File: src/rtl/pipeline_ctrl_pkg.sv
// Shared pipeline-control definitions: FSM state encodings and default sizing
// for the stall controller, forwarding unit and hazard unit.
package pipeline_ctrl_pkg;

    typedef enum logic [1:0] {
        RUN      = 2'd0,
        MD_WAIT  = 2'd1,
        MEM_WAIT = 2'd2
    } ctrl_state_t;

    localparam int DEF_MD_TIMEOUT = 64;
    localparam int DEF_CNT_W      = 16;

endpackage

File: src/rtl/pipeline_stall_controller_wait_timer.sv
// Clearable up-counter with a terminal-count flag at TC-1; bounds the
// multiply/divide wait.
module wait_timer #(
    parameter int TC = 64,
    parameter int W  = $clog2(TC)
) (
    input  logic clk,
    input  logic rst_n,
    input  logic clr,
    input  logic en,
    output logic tc
);

    logic [W-1:0] count;

    always_ff @(posedge clk) begin
        if (!rst_n || clr)
            count <= '0;
        else if (en)
            count <= count + 1'b1;
    end

    assign tc = (count == W'(TC - 1));

endmodule

File: src/rtl/pipeline_stall_controller.sv
// Prioritised stall/freeze/flush sequencer driving every pipeline register
// enable; Mealy outputs so a hazard stalls in the cycle it is raised.
module pipeline_stall_controller
    import pipeline_ctrl_pkg::*;
#(
    parameter int BR_FLUSH_DEPTH = 1,
    parameter int MD_TIMEOUT     = DEF_MD_TIMEOUT,
    parameter int CNT_W          = DEF_CNT_W
) (
    input  logic             clk,
    input  logic             rst_n,
    input  logic             load_use,
    input  logic             branch_taken,
    input  logic             md_start,
    input  logic             md_done,
    input  logic             dmem_req,
    input  logic             dmem_ready,
    output logic             pc_write,
    output logic             ifid_write,
    output logic             ifid_flush,
    output logic             idex_write,
    output logic             idex_bubble,
    output logic             exmem_write,
    output logic             exmem_bubble,
    output logic             memwb_bubble,
    output logic [1:0]       state,
    output logic [CNT_W-1:0] stall_cycles,
    output logic             md_timeout
);

    ctrl_state_t cur, nxt;
    logic        timer_tc;
    logic        timeout_hit;

    // Timer sits at zero throughout RUN, so it is already loaded when MD_WAIT begins.
    wait_timer #(.TC(MD_TIMEOUT)) u_md_timer (
        .clk   (clk),
        .rst_n (rst_n),
        .clr   (cur == RUN),
        .en    (cur == MD_WAIT),
        .tc    (timer_tc)
    );

    always_ff @(posedge clk) begin
        if (!rst_n)
            cur <= RUN;
        else
            cur <= nxt;
    end

    always_comb begin
        nxt          = cur;
        timeout_hit  = 1'b0;
        pc_write     = 1'b1;
        ifid_write   = 1'b1;
        ifid_flush   = 1'b0;
        idex_write   = 1'b1;
        idex_bubble  = 1'b0;
        exmem_write  = 1'b1;
        exmem_bubble = 1'b0;
        memwb_bubble = 1'b0;
        unique case (cur)
            RUN: begin
                if (dmem_req && !dmem_ready) begin
                    {pc_write, ifid_write, idex_write, exmem_write} = '0;
                    memwb_bubble = 1'b1;
                    nxt          = MEM_WAIT;
                end else if (md_start) begin
                    {pc_write, ifid_write, idex_write} = '0;
                    exmem_bubble = 1'b1;
                    nxt          = MD_WAIT;
                end else if (branch_taken) begin
                    ifid_flush  = 1'b1;
                    idex_bubble = (BR_FLUSH_DEPTH >= 2);
                end else if (load_use) begin
                    pc_write    = 1'b0;
                    ifid_write  = 1'b0;
                    idex_bubble = 1'b1;
                end
            end
            MD_WAIT: begin
                if (md_done) begin
                    nxt = RUN;
                end else if (timer_tc) begin
                    timeout_hit = 1'b1;
                    nxt         = RUN;
                end else begin
                    {pc_write, ifid_write, idex_write} = '0;
                    exmem_bubble = 1'b1;
                end
            end
            MEM_WAIT: begin
                if (dmem_ready) begin
                    nxt = RUN;
                end else begin
                    {pc_write, ifid_write, idex_write, exmem_write} = '0;
                    memwb_bubble = 1'b1;
                end
            end
            default: nxt = RUN;
        endcase
        // Reset holds every stage frozen and fills the pipe with NOPs.
        if (!rst_n) begin
            {pc_write, ifid_write, idex_write, exmem_write} = '0;
            {ifid_flush, idex_bubble, exmem_bubble, memwb_bubble} = '1;
        end
    end

    always_ff @(posedge clk) begin
        if (!rst_n) begin
            stall_cycles <= '0;
            md_timeout   <= 1'b0;
        end else begin
            if (!pc_write && stall_cycles != {CNT_W{1'b1}})
                stall_cycles <= stall_cycles + 1'b1;
            if (timeout_hit)
                md_timeout <= 1'b1;
        end
    end

    assign state = cur;

endmodule

File: config.mk
export PLATFORM = sky130hd
export DESIGN_NAME = pipeline_stall_controller
export DESIGN_NICKNAME = d
export VERILOG_FILES = /design/src/rtl/pipeline_ctrl_pkg.sv /design/src/rtl/pipeline_stall_controller_wait_timer.sv /design/src/rtl/pipeline_stall_controller.sv
export SDC_FILE = /design/constraint.sdc
export NUM_CORES = 1
export LEC_CHECK = 0
export CAP_MARGIN = 20
export CORE_MARGIN = 2
export CORE_UTILIZATION = 30
export DETAILED_ROUTE_END_ITERATION = 12
export HOLD_SLACK_MARGIN = 0.08
export PLACE_DENSITY_LB_ADDON = 0.08
export SYNTH_ARGS = -nofsm -noshare
export SYNTH_HDL_FRONTEND = slang
export SYNTH_SLANG_ARGS = --single-unit
File: constraint.sdc
create_clock -name clk -period 2.75 [get_ports clk]
set_input_delay 0.55 -clock clk [delete_from_list [all_inputs] [get_ports clk]]
set_output_delay 0.55 -clock clk [all_outputs]
set_load 0.1 [all_outputs]
* Word level (Yosys, flattened, before mapping) *
Cells that the tools add are included.

operators by class
  add/sub/neg operators = 2
  eq/ne operators = 7
  multiplexer cells = 45
  reduce and logical (&&, ||, !) cells = 8

operator list
  kind                   number
  $mux 1                 34
  $add 16x1->16 const B  1
  $ne 16x16->1 const B   1
  $mux 2                 5
  $add 6x1->6 const B    1
  $eq 6x6->1 const B     1
  $ne 3x3->1 const B     2
  $pmux 1 s2             3
  $pmux 1 s3             2
  $pmux 2 s3             1
  $logic_not 1->1        3
  $reduce_and 3->1       1
  $eq 2x1->1 const B     1
  $eq 2x2->1 const B     1
  $logic_and 1x1->1      2
  $logic_not 2->1        1
  $ne 2x2->1 const B     1
  $logic_or 1x1->1       1

storage, ports and cells
  register bits after elaboration = 25
  input port bits = 8
  output and inout port bits = 27
  word-level logic and storage cells = 66

* Longest topological paths before layout *
  word-level depth = 8
  mapped depth = 6

* Hierarchy *
From an unflattened synthesis, not the netlist that was laid out.

unflattened totals
  cell total of the unflattened synthesis = 165
  area, all modules = 1358.8 µm²

by module, submodules not included
  module                     times used  cells each  area each (µm²)
  pipeline_stall_controller  1           137         1101.1
  wait_timer                 1           28          257.7

* Worst setup path before layout *
No wires, ideal clock.

  path kind = register -> output
  from = reg cur[0] (netlist: state[0])
  to = out idex_bubble
  arrival = 3707 ps
  required time = 2200 ps
  path slack = -1507 ps
  stages on the path, launching flop included = 5
  path buffers = 0
  cells stage by stage = dfxtp_1 -> or2_1 -> nor3_1 -> inv_1 -> o21ai_0

on the way
  cells in the longest elaborated chain, start to end = 3

ends and longest elaborated chain
  element                 line                              text
  start, declared         pipeline_stall_controller.sv:31   ctrl_state_t cur, nxt;
  start signal, assigned  pipeline_stall_controller.sv:48   cur <= nxt;
  $logic_not 2->1         pipeline_stall_controller.sv:62   unique case (cur)
  $mux 1                  pipeline_stall_controller.sv:62
  $mux 1                  pipeline_stall_controller.sv:103  if (!rst_n) begin
  end, declared           pipeline_stall_controller.sv:22   output logic idex_bubble,

No other way between the ends.

* Worst setup path after layout *
  from = in dmem_ready
  to = out ifid_write

on the way
  cells in the longest elaborated chain, start to end = 5
  elaborated cells between the ends (all ways) = 6

ends and longest elaborated chain
  element            line                              text
  start, declared    pipeline_stall_controller.sv:17   input logic dmem_ready,
  $logic_not 1->1    pipeline_stall_controller.sv:64   if (dmem_req && !dmem_ready) begin
  $logic_and 1x1->1  pipeline_stall_controller.sv:64
  $mux 1             pipeline_stall_controller.sv:64
  $pmux 1 s3 (*)     pipeline_stall_controller.sv:62
  $mux 1 (*)         pipeline_stall_controller.sv:103
  end, declared      pipeline_stall_controller.sv:19   output logic ifid_write,

Every way passes the cells marked *; elsewhere a longest branch is shown, timed or not.

==> reports/qor.csv <==
stage;metric;value;unit
die;io-pin-count;35;
grt;grt_pass1_vias;1240;
synth;synth_ff_type;dfxtp_1;
critical_path;worst-endpoint-arrival;2.08;ns
route;drt_iter0_markers;67;
synth;synthTopCellsByArea;dfxtp_1 36%, nor2_1 7.7%, nand3_1 4.6%;
place;replace_congestion;0.771;
place;place_inst;255;
cts;cts_buffers;3;
synth;synth.cell_area;1410;µm²
route;drcViolationCount;0;
timing;timing_hold_violations_final;0;
cts;htree_depth;1;
pwr;power.total;1.01;mW
critical_path;critical_path.top_delay_family;simple AND/OR/NAND/NOR gates;
critical_path;cp_num_buf_inv;2;
die;initial_cell_density_of_the_core;31.6;%
critical_path;setup.worst_path.start_class;input pin;
grt;grt_max_degree;17;
synth;synth_edf_count;0;
synth;yosysWarningCount;0;
cts;tritoncts_clock_tree;yes;
critical_path;crit_path_end_kind;output port;
cells_and_area;final_cells;259;
cells_and_area;layout.filler_cells;451;
cells_and_area;drive_above_1_share;26.1;%
cells_and_area;layout-area-overhead-vs-synth;38.0;%
cts;cts_hold_buf;0;
grt;grt_usage;14.4;%
pwr;worst_ir_drop_vdd;0.000361;V
timing;totalNegativeSetupSlack;0;ns
pwr;leakage;0.773;nW
die;die_width;72.5;µm
cts;clk_pin_slew;0.09;ns
timing;fmax;380;MHz
grt;grt_first_pass_wirelength;5940;µm
route;final_antenna_net_count;0;
critical_path;r2r_setup_slk;0.70;ns
route;finalWirelength;3390;µm
timing;worst_slew_slack_as_a_fraction_of_its_limit;47.1;%
grt;grt_overflow;0;
timing;hold_ws;0.492;ns
timing;rsz0062_at_grt;no;
place;io_buffers;34;
timing;skew;0.00470;ns
critical_path;path_class;in -> out;
critical_path;required;2.20;ns
worst_hold_path;timing.hold.worst.start;md_timeout$_SDFFE_PN0P_;
synth;yosys_register_bits;25;
worst_hold_path;min_to;md_timeout$_SDFFE_PN0P_;
synth;netlist-cell-type-count;43;
die;die_area;5250;µm²
timing;finalCritPeriodShare;95.7;%
grt;initial_antenna_violation_count;0;
cts;clk_latency;0.27;ns
cells_and_area;finalNetCount;218;
timing;fin_crit;2.63;ns
synth;syn_area_per_cell;8.42;µm²
critical_path;worstRegToRegCells;6;
synth;yosys.area.top_type;dfxtp_1;
timing;timing.final.max_slew_violations;0;
cts;cts-root-to-sink-buffers;2;
synth;postSynthNetCount;177;
timing;worst-slew-pin-transition;0.786;ns
timing;timing.final.setup_violations;0;
cts;post_cts_buffers;0;
critical_path;critical_path.max_fanout;4;
critical_path;critical_path.reg2reg.startpoint;u_md_timer.count[0]$_SDFFE_PP0P_;
route;avgRoutedWirePerCell;13.1;µm
critical_path;worstReg2RegEnd;stall_cycles[10]$_SDFFE_PN0P_;
critical_path;max_stage_delay;0.47;ns
place;place.detailed.hpwl;2590;µm
synth;synth_cells;167;
cells_and_area;layout.cells.most_common_list;26 x nor2_1, 26 x buf_4, 23 x dfxtp_1;
route;average_via_count_per_standard_cell;4.98;
job;drv.max_cap_violation_count;0;
run_status;run_status;finished, final reports clean;
worst_hold_path;hold_crit_depth;2;
critical_path;critical_path_cell_sequence;clkdlybuf4s50_1, and2b_2, nor4b_4, nor2_1, nor2_4, buf_12;
cts;number_of_sinks_on_the_clock_net;25;
route;via_count;1290;
die;fp-row-count;24;
worst_hold_path;hold_path_class;reg -> reg;
die;core;4440;µm²
die;fp.dieH;72.5;µm
route;detail_route.first_pass.iterations;4;
pwr;powerDensity;522;nW/µm²
cells_and_area;insertedDiodeCount;0;
synth;yosys_top_cell_area_share;35.6;%
synth;synth-seq-area-share;35.6;%
cts;clockRootBuffer;clkbuf_8;
synth;synthArstFlopShare;0;%
critical_path;cpMaxStageDelayCell;clkdlybuf4s50_1;
kinds of logic after synthesis:
family	share of synthesized area, %
AO/OA/AOI/OAI	12.1
XOR/XNOR	6.85
adder cells (fa/ha/maj)	1.78
buffers and inverters	4.80
flip-flops	35.6
multiplexers	4.27
AND/OR/NAND/NOR	34.6
per-layer routing:
layer	global-route usage, %	wire (µm)	part of all wire [%]	vias to the layer above
met2	21.6	1530	45	23
met4	4.32	25	0.74	0
met5	0	0	0	-
met1	20.9	1720	51	595
li1	-	-	-	670
met3	2.50	119	3.5	2
power by group:
| part | internal, mW | switching (mW) | leakage (nW) |
|---|---|---|---|
| Combinational | 0.123 | 0.266 | 0.546 |
| Clock | 0.104 | 0.121 | 0.0228 |
| Sequential | 0.378 | 0.0223 | 0.204 |
timing repair:
action | 4_1_cts | 5_1_grt
resized for setup | 0 | 1
endpoints found under the hold margin | 0 | 0
setup endpoints to repair | 0 | 1
per-stage QoR:
step	instance area [µm²]	setup slack, ns	utilization [%]
global route	1940	0.0231	43.7
global placement	1890	0.135	42.5
floorplan	1450	0.00518	-
finish	1940	0.119	43.7
CTS	1940	0.0699	43.6
detailed placement	1890	0.0783	42.5
worst max path at each step:
stage / startpoint / endpoint / slack, ns / depth (start not counted)
3_3_place_gp: dmem_ready / idex_bubble / 0.13 / 6
3_5_place_dp: dmem_ready / idex_bubble / 0.08 / 6
5_1_grt: dmem_ready / pc_write / 0.02 / 6
2_1_floorplan: state[1]$_SDFFE_PN0P_ / pc_write / 0.005 / 5
4_1_cts: dmem_ready / idex_bubble / 0.07 / 6
6_report: dmem_ready / ifid_write / 0.12 / 6
registers in the layout, summed over array words and instances, names as in the netlist:
signal,cells
stall_cycles,16
u_md_timer.count,6
state,2
md_timeout,1
worst register-to-register path: stages, from the launching register on:
cell and delay (ns):
dfxtp_1 0.35, ha_1 0.25, and4_4 0.23, o2bb2ai_4 0.15, or3_1 0.41, or4_1 0.43, mux2i_1 0.13
cell usage after synthesis (2+ instances only):
master,instances
nand2b_1,4
nand4_1,5
buf_4,2
xnor2_1,7
dfxtp_1,25
nor4_1,5
inv_1,7
mux2i_1,6
a21o_1,2
and4_1,3
o21ai_0,2
a21oi_1,7
xor2_1,4
nand2_1,14
ha_1,2
and3_1,2
nand3_1,13
nor2_1,29
nor3_1,4
layout make-up:
class                   instances  area [µm²]  area share [%]
repair buffers                 41         425            21.9
inverters                       8        30.0            1.55
multi-input cells             129         867            44.7
well taps                      52        65.1            3.35
flip-flops and latches         25         508            26.2
clock buffers                   4        45.0            2.32
Power figures use the tool's default switching activity.
